$ cat config.mk
export PLATFORM = sky130hd
export DESIGN_NAME = fetch_stage_flat
export DESIGN_NICKNAME = d
export VERILOG_FILES = /design/src/rtl/fetch_stage_pkg.sv /design/src/rtl/fetch_stage_if.sv /design/src/rtl/fetch_stage_next_pc_mux.sv /design/src/rtl/fetch_stage.sv /design/src/flat_wrapper.sv
export SDC_FILE = /design/constraint.sdc
export NUM_CORES = 1
export LEC_CHECK = 0
export ABC_AREA = 1
export CAP_MARGIN = 40
export CORE_MARGIN = 2
export CORE_UTILIZATION = 40
export DETAILED_ROUTE_END_ITERATION = 8
export HOLD_SLACK_MARGIN = 0.12
export PLACE_DENSITY = 0.74
export SETUP_SLACK_MARGIN = 0.15
export SLEW_MARGIN = 30
export SYNTH_ARGS = -nofsm -noshare
export SYNTH_HDL_FRONTEND = slang
export SYNTH_HIERARCHICAL = 1
export SYNTH_SLANG_ARGS = --single-unit
$ cat constraint.sdc
create_clock -name clk -period 2.3 [get_ports clk]
set_input_delay 0.46 -clock clk [delete_from_list [all_inputs] [get_ports clk]]
set_output_delay 0.46 -clock clk [all_outputs]
set_load 0.005 [all_outputs]
$ cat src/rtl/fetch_stage_pkg.sv
// Shared IF-stage definitions: PC-source codes used by the jump unit,
// fetch FSM encodings and the IF/ID bundle.
package fetch_stage_pkg;

  localparam logic [1:0] PCSRC_SEQ = 2'd0;
  localparam logic [1:0] PCSRC_BR  = 2'd1;
  localparam logic [1:0] PCSRC_J   = 2'd2;
  localparam logic [1:0] PCSRC_JR  = 2'd3;

  localparam logic [1:0] ST_FETCH = 2'd0;
  localparam logic [1:0] ST_HOLD  = 2'd1;
  localparam logic [1:0] ST_DROP  = 2'd2;

  typedef struct packed {
    logic        valid;
    logic [31:0] instr;
    logic [31:0] pc4;
  } if_id_t;

endpackage

$ cat src/rtl/fetch_stage_if.sv
// Instruction-memory request bus: req/addr out of IF,
// ready/rdata back from memory.
interface fetch_stage_if;
  logic        req;
  logic [31:0] addr;
  logic        ready;
  logic [31:0] rdata;

  modport master (
    output req, addr,
    input  ready, rdata
  );

  modport slave (
    input  req, addr,
    output ready, rdata
  );
endinterface

$ cat src/rtl/fetch_stage_next_pc_mux.sv
// Redirect target select: pc_src picks pc+4/branch/jump/jr,
// low two bits forced to zero (word-aligned fetch).
module next_pc_mux
  import fetch_stage_pkg::*;
(
  input  logic [1:0]  i_pc_src,
  input  logic [31:0] i_pc4,
  input  logic [31:0] i_branch_target,
  input  logic [31:0] i_jump_target,
  input  logic [31:0] i_jr_target,
  output logic [31:0] o_target
);

  logic [31:0] w_sel;

  always_comb begin
    w_sel = i_pc4;
    unique case (1'b1)
      (i_pc_src == PCSRC_SEQ): w_sel = i_pc4;
      (i_pc_src == PCSRC_BR):  w_sel = i_branch_target;
      (i_pc_src == PCSRC_J):   w_sel = i_jump_target;
      (i_pc_src == PCSRC_JR):  w_sel = i_jr_target;
    endcase
  end

  assign o_target = w_sel & ~32'h3;

endmodule

$ cat src/rtl/fetch_stage.sv
// IF stage: PC, redirect handling, imem handshake with skid + drop,
// IF/ID register. Ports: clk/rst_n, hazard/jump inputs, imem bus, IF/ID.
module fetch_stage
  import fetch_stage_pkg::*;
#(
  parameter logic [31:0] RESET_PC  = 32'h0000_0000,
  parameter logic [31:0] NOP_INSTR = 32'h0000_0000
) (
  input  logic          clk,
  input  logic          rst_n,
  input  logic          i_stall,
  input  logic [1:0]    i_pc_src,
  input  logic          i_id_flush,
  input  logic [31:0]   i_branch_target,
  input  logic [31:0]   i_jump_target,
  input  logic [31:0]   i_jr_target,
  fetch_stage_if.master imem,
  output logic          o_ifid_valid,
  output logic [31:0]   o_ifid_instr,
  output logic [31:0]   o_ifid_pc4
);

  logic [1:0]  r_state;
  logic [1:0]  w_state_nxt;
  logic [31:0] r_pc;
  logic [31:0] w_pc_nxt;
  logic [31:0] r_skid;
  logic [31:0] w_skid_nxt;
  logic [31:0] r_drop_addr;
  logic [31:0] w_drop_nxt;
  if_id_t      r_ifid;
  if_id_t      w_ifid_nxt;
  logic [31:0] w_pc4;
  logic [31:0] w_target;
  logic        w_redirect;

  assign w_pc4      = r_pc + 32'd4;
  assign w_redirect = (i_pc_src != PCSRC_SEQ) & ~i_stall;

  next_pc_mux u_next_pc_mux (
    .i_pc_src        (i_pc_src),
    .i_pc4           (w_pc4),
    .i_branch_target (i_branch_target),
    .i_jump_target   (i_jump_target),
    .i_jr_target     (i_jr_target),
    .o_target        (w_target)
  );

  always_comb begin
    w_state_nxt = r_state;
    w_pc_nxt    = r_pc;
    w_skid_nxt  = r_skid;
    w_drop_nxt  = r_drop_addr;
    w_ifid_nxt  = r_ifid;
    // Unstalled IF/ID becomes a bubble unless a real
    // instruction is loaded below.
    if (!i_stall) begin
      w_ifid_nxt.valid = 1'b0;
      w_ifid_nxt.instr = NOP_INSTR;
    end
    case (r_state)
      ST_FETCH: begin
        if (i_stall) begin
          if (imem.ready) begin
            w_skid_nxt  = imem.rdata;
            w_state_nxt = ST_HOLD;
          end
        end else if (w_redirect) begin
          w_pc_nxt = w_target;
          // Request still open: remember its address so it
          // can be completed and thrown away.
          if (!imem.ready) begin
            w_drop_nxt  = r_pc;
            w_state_nxt = ST_DROP;
          end
        end else if (imem.ready) begin
          w_pc_nxt = w_pc4;
          if (!i_id_flush)
            w_ifid_nxt = '{1'b1, imem.rdata, w_pc4};
        end
      end
      ST_HOLD: begin
        if (!i_stall) begin
          w_state_nxt = ST_FETCH;
          if (w_redirect) begin
            w_pc_nxt = w_target;
          end else begin
            w_pc_nxt = w_pc4;
            if (!i_id_flush)
              w_ifid_nxt = '{1'b1, r_skid, w_pc4};
          end
        end
      end
      ST_DROP: begin
        if (imem.ready)
          w_state_nxt = ST_FETCH;
        if (w_redirect)
          w_pc_nxt = w_target;
      end
      default: w_state_nxt = ST_FETCH;
    endcase
  end

  always_ff @(posedge clk or negedge rst_n) begin
    if (!rst_n) begin
      r_state     <= ST_FETCH;
      r_pc        <= RESET_PC;
      r_skid      <= 32'h0;
      r_drop_addr <= 32'h0;
      r_ifid      <= '{1'b0, NOP_INSTR, 32'h0};
    end else begin
      r_state     <= w_state_nxt;
      r_pc        <= w_pc_nxt;
      r_skid      <= w_skid_nxt;
      r_drop_addr <= w_drop_nxt;
      r_ifid      <= w_ifid_nxt;
    end
  end

  assign imem.req  = (r_state != ST_HOLD);
  assign imem.addr = (r_state == ST_DROP) ? r_drop_addr : r_pc;

  assign o_ifid_valid = r_ifid.valid;
  assign o_ifid_instr = r_ifid.instr;
  assign o_ifid_pc4   = r_ifid.pc4;

endmodule

$ cat src/flat_wrapper.sv
// flat-port wrapper written by rule: the top's interface ports become plain ports
module fetch_stage_flat import fetch_stage_pkg::*;
#(
  parameter logic [31:0] RESET_PC  = 32'h0000_0000,
  parameter logic [31:0] NOP_INSTR = 32'h0000_0000
)
  (clk, rst_n, i_stall, i_pc_src, i_id_flush, i_branch_target, i_jump_target, i_jr_target, o_ifid_valid, o_ifid_instr, o_ifid_pc4, imem_req, imem_addr, imem_ready, imem_rdata);
  fetch_stage_if imem_i ();
  input  logic clk;
  input  logic rst_n;
  input  logic i_stall;
  input  logic [1:0] i_pc_src;
  input  logic i_id_flush;
  input  logic [31:0] i_branch_target;
  input  logic [31:0] i_jump_target;
  input  logic [31:0] i_jr_target;
  output logic o_ifid_valid;
  output logic [31:0] o_ifid_instr;
  output logic [31:0] o_ifid_pc4;
  output wire logic [$bits(imem_i.req)-1:0] imem_req;
  output wire logic [$bits(imem_i.addr)-1:0] imem_addr;
  input wire logic [$bits(imem_i.ready)-1:0] imem_ready;
  input wire logic [$bits(imem_i.rdata)-1:0] imem_rdata;
  assign imem_req = imem_i.req;
  assign imem_addr = imem_i.addr;
  assign imem_i.ready = imem_ready;
  assign imem_i.rdata = imem_rdata;
  fetch_stage #(.RESET_PC(RESET_PC), .NOP_INSTR(NOP_INSTR)) u_core (.clk(clk), .rst_n(rst_n), .i_stall(i_stall), .i_pc_src(i_pc_src), .i_id_flush(i_id_flush), .i_branch_target(i_branch_target), .i_jump_target(i_jump_target), .i_jr_target(i_jr_target), .imem(imem_i), .o_ifid_valid(o_ifid_valid), .o_ifid_instr(o_ifid_instr), .o_ifid_pc4(o_ifid_pc4));
endmodule
# After elaboration in Yosys (flattened, before gate mapping)
# Index checks and enable logic that the tools add are counted.
[word_totals] register_bits=163 output_inout_bits=98 input_bits=135 mem_bits_rw=0 n_memories=0 elab_cells=65 rom_bits=0 latchBits=0
[classes] eq_ne=19 shift=0 div=0 magnitude_cmp=0 mux=25 bitwise=3 reduce_logical=10 n_mul=0 addsub=1
[op_table] op="two-way mux 65 bit" n=7
[op_table] op="two-way mux 32 bit" n=7
[op_table] op="one-hot mux 65 bit (2 select lines)" n=1
[op_table] op="one-hot mux 32 bit (4 select lines)" n=1
[op_table] op="one-hot mux 32 bit (3 select lines)" n=1
[op_table] op="two-way mux 33 bit" n=1
[op_table] op="adder 32 x 3 -> 32 bit, second input constant" n=1
[op_table] op="!= test 2 bit, second input constant" n=8
[op_table] op="two-way mux 2 bit" n=6
[op_table] op="AND reduction 5 bit" n=2
[op_table] op="AND reduction 8 bit" n=1
[op_table] op="== test 2 bit, second input constant" n=3
[op_table] op="!= test 3 x 2 -> 1 bit, second input constant" n=2
[op_table] op="!= test 3 bit, second input constant" n=2
[op_table] op="one-hot mux 2 bit (3 select lines)" n=1
[op_table] op="== test 2 x 1 -> 1 bit, second input constant" n=2
[op_table] op="logical NOT 2 bit" n=2
[op_table] op="!= test 2 x 1 -> 1 bit, second input constant" n=2
[op_table] op="AND reduction 4 bit" n=1
[op_table] op="nonzero test 2 bit" n=2
[op_table] op="AND reduction 3 bit" n=1
[op_table] op="nonzero test 3 bit" n=1
[op_table] op="inverter 1 bit" n=2
[op_table] op="AND 1 bit" n=1

# Depth between registers and ports, before layout
[depth] depth_word=6 mapped_depth=15

# By module
# Netlist, hierarchy kept.
[by_module_without_submodules] mod="fetch_stage" cells_per_inst=1022 area_each_um2=7878.8 instances=1 seq_area_each_um2=4078.9
[by_module_without_submodules] mod="next_pc_mux" cells_per_inst=179 area_each_um2=938.4 instances=1 seq_area_each_um2=0.0

# Worst setup path after synthesis
# OpenSTA, ideal clock, no wires.
[synth_path] path_kind="reg2reg" startpoint="register u_core.r_pc[2]" endpoint="register u_core.r_pc[18]" setup_time_ns=0.116 arrival_time_ns=1.657 synth_period_minus_slack_ns=1.773 path_stages_with_launch=14 t_required_ns=2.184 setup_slack_ns=0.527 cell_sequence="dfrtp_1 -> ha_1 -> nand2_1 -> nor2_1 -> nand2_1 -> nor2_2 -> xor2_1 -> inv_1 -> nand2_1 -> nand4_1 -> o21ai_0 -> inv_1 -> nand2_1 -> nand2_1"
[synth_between] elab_chain_len=5 word_cells_on_any_way=9 classes_between="add/sub (1); mux (8)"
[synth_lines] item="from (decl)" line="fetch_stage.sv:25" rtl="logic [31:0] r_pc;"
[synth_lines] item="from (signal assigned)" line="fetch_stage.sv:113" rtl="r_pc <= w_pc_nxt;"
[synth_lines] item="adder 32 x 3 -> 32 bit *" line="fetch_stage.sv:37" rtl="assign w_pc4 = r_pc + 32'd4;"
[synth_lines] item="named net u_core.w_pc4[18]" line="fetch_stage.sv:33" rtl="logic [31:0] w_pc4;"
[synth_lines] item="one-hot mux 32 bit (4 select lines) *" line="fetch_stage_next_pc_mux.sv:18" rtl="unique case (1'b1)"
[synth_lines] item="named net u_core.w_target[18]" line="fetch_stage.sv:34" rtl="logic [31:0] w_target;"
[synth_lines] item="two-way mux 32 bit (on tied branches)" line="fetch_stage.sv:85, fetch_stage.sv:68"
[synth_lines] item="two-way mux 32 bit (on tied branches)" line="fetch_stage.sv:83, fetch_stage.sv:63"
[synth_lines] item="one-hot mux 32 bit (3 select lines) *" line="fetch_stage.sv:61" rtl="case (r_state)"
# The timed path passes the listed nets; every way through them passes the cells marked *. The select of a mux whose other input is x is not followed.
# A chain may end at the register's enable or synchronous reset.

# Final worst setup path
[layout_path] startpoint="register u_core.r_state[1]" endpoint="output imem_addr[24]"
[layout_between] elab_chain_len=2
[layout_lines] item="from (decl)" line="fetch_stage.sv:23" rtl="logic [1:0] r_state;"
[layout_lines] item="from (signal assigned)" line="fetch_stage.sv:112" rtl="r_state <= w_state_nxt;"
[layout_lines] item="== test 2 bit" line="fetch_stage.sv:121" rtl="assign imem.addr = (r_state == ST_DROP) ? r_drop_addr : r_pc;"
[layout_lines] item="two-way mux 32 bit" line="fetch_stage.sv:121"
[layout_lines] item="to (decl)" line="flat_wrapper.sv:21" rtl="output wire logic [$bits(imem_i.addr)-1:0] imem_addr;"
# Every way passes these cells.

==> out/metrics.cfg <==
[status]
status=completed

[pwr]
cellLeakagePower_nw=5.84
combPwrFrac_pct=35.7
p_seq_share_pct=38.6
pwr-share-clk_pct=25.6
ir_drop_v=0.000587
p_per_area_nw_per_um2=910
switchingPower_w=0.00407
intPower_w=0.00727
switching_share_pct=35.9

[cells_and_area]
layout.cells.non_filler=1730
areaGrowthSynthToFinish_pct=41.3
register_area_um2=4080
final_core_util_pct=57.3
nFillCells=1964
drive_above_1_share_pct=13.8
multi_input_comb_area_um2=4150
final_nets=1571

[clock_network]
clk_pin_slew_ns=0.06
numCtsBuffers=17
h-tree-depth=4
root_buffer=clkbuf_16
clk_latency_ns=0.42
cts_buffer_depth=2
tritoncts=built
cts.sinks=163

[yosys]
syn_avg_cell_area_um2=7.34
yosysUniqueCellTypes=33
async_reset_ff_share_pct=100
synth_area_um2=8820
yosys_register_bits=163
ys_warn_count=6
syn_inst=1201
synth_ff_type=dfrtp_1
synth_edf_count=0
ys_seq_area_share_pct=46.3

[sta]
drv_slew=0
max_freq_mhz=451
fin_ws_ns=0.0808
whs_ns=0.479
rsz0062_at_grt=yes
worst_pin_slew_ns=0.615
fin_skew_ns=0.00839
setup_viol=0
finalHoldViolations=0
max-slew-margin-rel_pct=58.9
fin_crit_ns=2.22
tns_ns=0
period_share_pct=96.5

[setup_path]
path_delay_family=buffers and inverters
r2r_setup_slack_ns=0.27
cpMostUsedCell=buf_12
cp.depth=9
cp.arrival_ns=1.76
crit-reg2reg-launch=u_core/r_state[1]
start_kind=flop
endpoint_kind=output pin
crit_slowest_cell=dfrtp_1
required_ns=1.84
timing.reg2reg.worst_path_depth=12
crit_chain=inv_2 -> nor2_4 -> buf_6 -> buf_12 -> buf_12 -> buf_12 -> buf_6 -> o21ai_2 -> buf_2
cpPeakStageDelay_ns=0.39
crit_start=u_core/r_state[1]
r2r-end=u_core/r_pc[24]
path_class=flop to output pin
cp_max_fo=7
path_buf_inv=7
endpoint=imem_addr[24]

[global_routing]
overflow=0
first_global_vias=8814
track_usage_pct=24.9
antenna_found_initial=2
grt_max_degree=66
grt_pass1_wl_um=46700

[detailed_routing]
avgRoutedWirePerCell_um=16.7
routed_via_density=5.22
drc_errors=0
dr_wl_met2_um=13700
wirelength_um=29000
ant_nets=0
top_layer_used=met4
routed-wl-met3_um=2080
num_vias=9024
drt_first_pass_iters=6
first_iter_violations=735
m1WireLength_um=12200

[place]
dp_hpwl_um=20100
dpl_worst_slack_ns=0.0820
place.gp.congestion=0.935
dp.cells=1673
port_buffers=226

[floorplan]
coreArea_um2=21800
dieArea_um2=23200
num_io_pins=233
die_h_um=152
initial_core_util_pct=40.5
die_x_um=152
row_count=54

[min_path]
hold_path_class=flop to flop

[flow_run]
drv_cap=0

cell type report:
cell class                      count  area share, %
Antenna cell                        2         0.0402
Clock buffer                       19           3.64
Clock inverter                     13           1.18
Inverter                          109           3.30
Multi-Input combinational cell    856           33.3
Sequential cell                   163           32.8
Tap cell                          280           2.81
Timing Repair Buffer              288           23.0
synthesized netlist by cell type, types with 2 or more instances:
master / number / share of area, %
o21ai_0: 112 / 6.4
o211ai_1: 31 / 2.6
buf_4: 14 / 1.2
xor2_1: 12 / 1.2
and2_1: 4 / 0.28
nand3_1: 119 / 6.8
clkbuf_1: 18 / 0.77
buf_6: 4 / 0.51
nor2_4: 3 / 0.38
nand2_1: 430 / 18
buf_2: 37 / 2.1
inv_1: 102 / 4.3
a21oi_1: 2 / 0.11
a22oi_1: 3 / 0.26
inv_2: 6 / 0.26
o22ai_1: 7 / 0.50
nor2_2: 10 / 0.71
o21ai_1: 30 / 1.7
dfrtp_1: 163 / 46
nor2_1: 51 / 2.2
nand4_1: 31 / 2.2
cell usage in the layout (no fill, tap or decap), types with 3 or more instances in the layout:
| cell | instances |
|---|---|
| dfrtp_1 | 160 |
| clkbuf_16 | 18 |
| xor2_1 | 11 |
| nand4_1 | 31 |
| inv_1 | 102 |
| a22oi_1 | 3 |
| o21ai_2 | 17 |
| buf_6 | 10 |
| buf_16 | 4 |
| buf_4 | 33 |
| nand2_2 | 14 |
| and2_1 | 4 |
| nand2_1 | 412 |
| nand2_4 | 6 |
| dfrtp_2 | 3 |
| nor2_2 | 9 |
| clkdlybuf4s50_1 | 190 |
| nand3_1 | 117 |
| buf_2 | 29 |
| nor2_1 | 45 |
| inv_2 | 5 |
| o21ai_0 | 79 |
| o22ai_1 | 7 |
| clkbuf_2 | 5 |
| o21ai_1 | 45 |
| buf_12 | 12 |
| clkinvlp_4 | 3 |
| o211ai_1 | 31 |
| inv_6 | 3 |
| nor2_4 | 10 |
what timing repair did:
item	in CTS	in global routing
pin swaps	2	4
setup endpoints to repair	32	50
buffers inserted	13	3
hold endpoints to repair	33	0
gates cloned	5	1
hold buffers	1	0
resized for setup	171	64
state kept, by name (all words and copies together) (netlist names):
register / flops
u_core/o_ifid_instr: 32
u_core/o_ifid_pc4: 32
u_core/o_ifid_valid: 1
u_core/r_drop_addr: 32
u_core/r_pc: 32
u_core/r_skid: 32
u_core/r_state: 2
per-layer routing:
metal | vias up | GRT usage [%]
li1 | 4358 | -
met1 | 4284 | 32.3
met2 | 322 | 39.9
met3 | 60 | 6.66
met4 | 0 | 9.88
met5 | - | 0
stage by stage:
stage	total power [W]	cell area [µm²]
after floorplan	0.00611	8820
after global placement	0.00810	11500
after detailed placement	0.00821	11500
after CTS	0.0112	12300
after global routing	0.0121	12500
final	0.0113	12500
how the worst min path moves through the flow:
stage                               from                endpoint  slack, ns  cells past startpoint
CTS                 u_core/o_ifid_pc4[8]    u_core/o_ifid_pc4[8]       0.48                      2
finish              u_core/o_ifid_pc4[8]    u_core/o_ifid_pc4[8]       0.48                      2
global route        u_core/o_ifid_pc4[8]    u_core/o_ifid_pc4[8]       0.49                      2
detailed placement                 rst_n    u_core/o_ifid_pc4[1]       0.39                      1
floorplan                          rst_n  u_core/o_ifid_instr[0]       0.16                      0
global placement                   rst_n   u_core/r_drop_addr[2]       0.38                      1
worst reg2reg max path, delay by kind of cell, from the launching register on:
family / cells / cell delay, ns
AND/OR/NAND/NOR: 4 / 0.42
flip-flops: 1 / 0.39
AO/OA/AOI/OAI: 2 / 0.32
buffers and inverters: 6 / 0.79
cells by family (layout without fill, tap and decap cells):
kind of cell	after synthesis	count (layout)	share of synthesized area (%)
AOI/OAI and AO/OA	188	188	11.8
xor gates and xnor gates	12	12	1.19
adders and majority gates	1	1	0.142
buffers and inverters	183	429	9.25
DFF	163	163	46.3
other	1	4	0.0425
and+or+nand+nor	653	653	31.3
power groups by stage:
stage / Sequential, W / Combinational, W / Clock (W)
6_report: 0.00438 / 0.00405 / 0.00291
5_1_grt: 0.00449 / 0.00448 / 0.00310
3_5_place_dp: 0.00435 / 0.00386 / 0
2_1_floorplan: 0.00425 / 0.00187 / 0
3_3_place_gp: 0.00432 / 0.00378 / 0
4_1_cts: 0.00432 / 0.00392 / 0.00296
(Power assumes the default switching activity.)
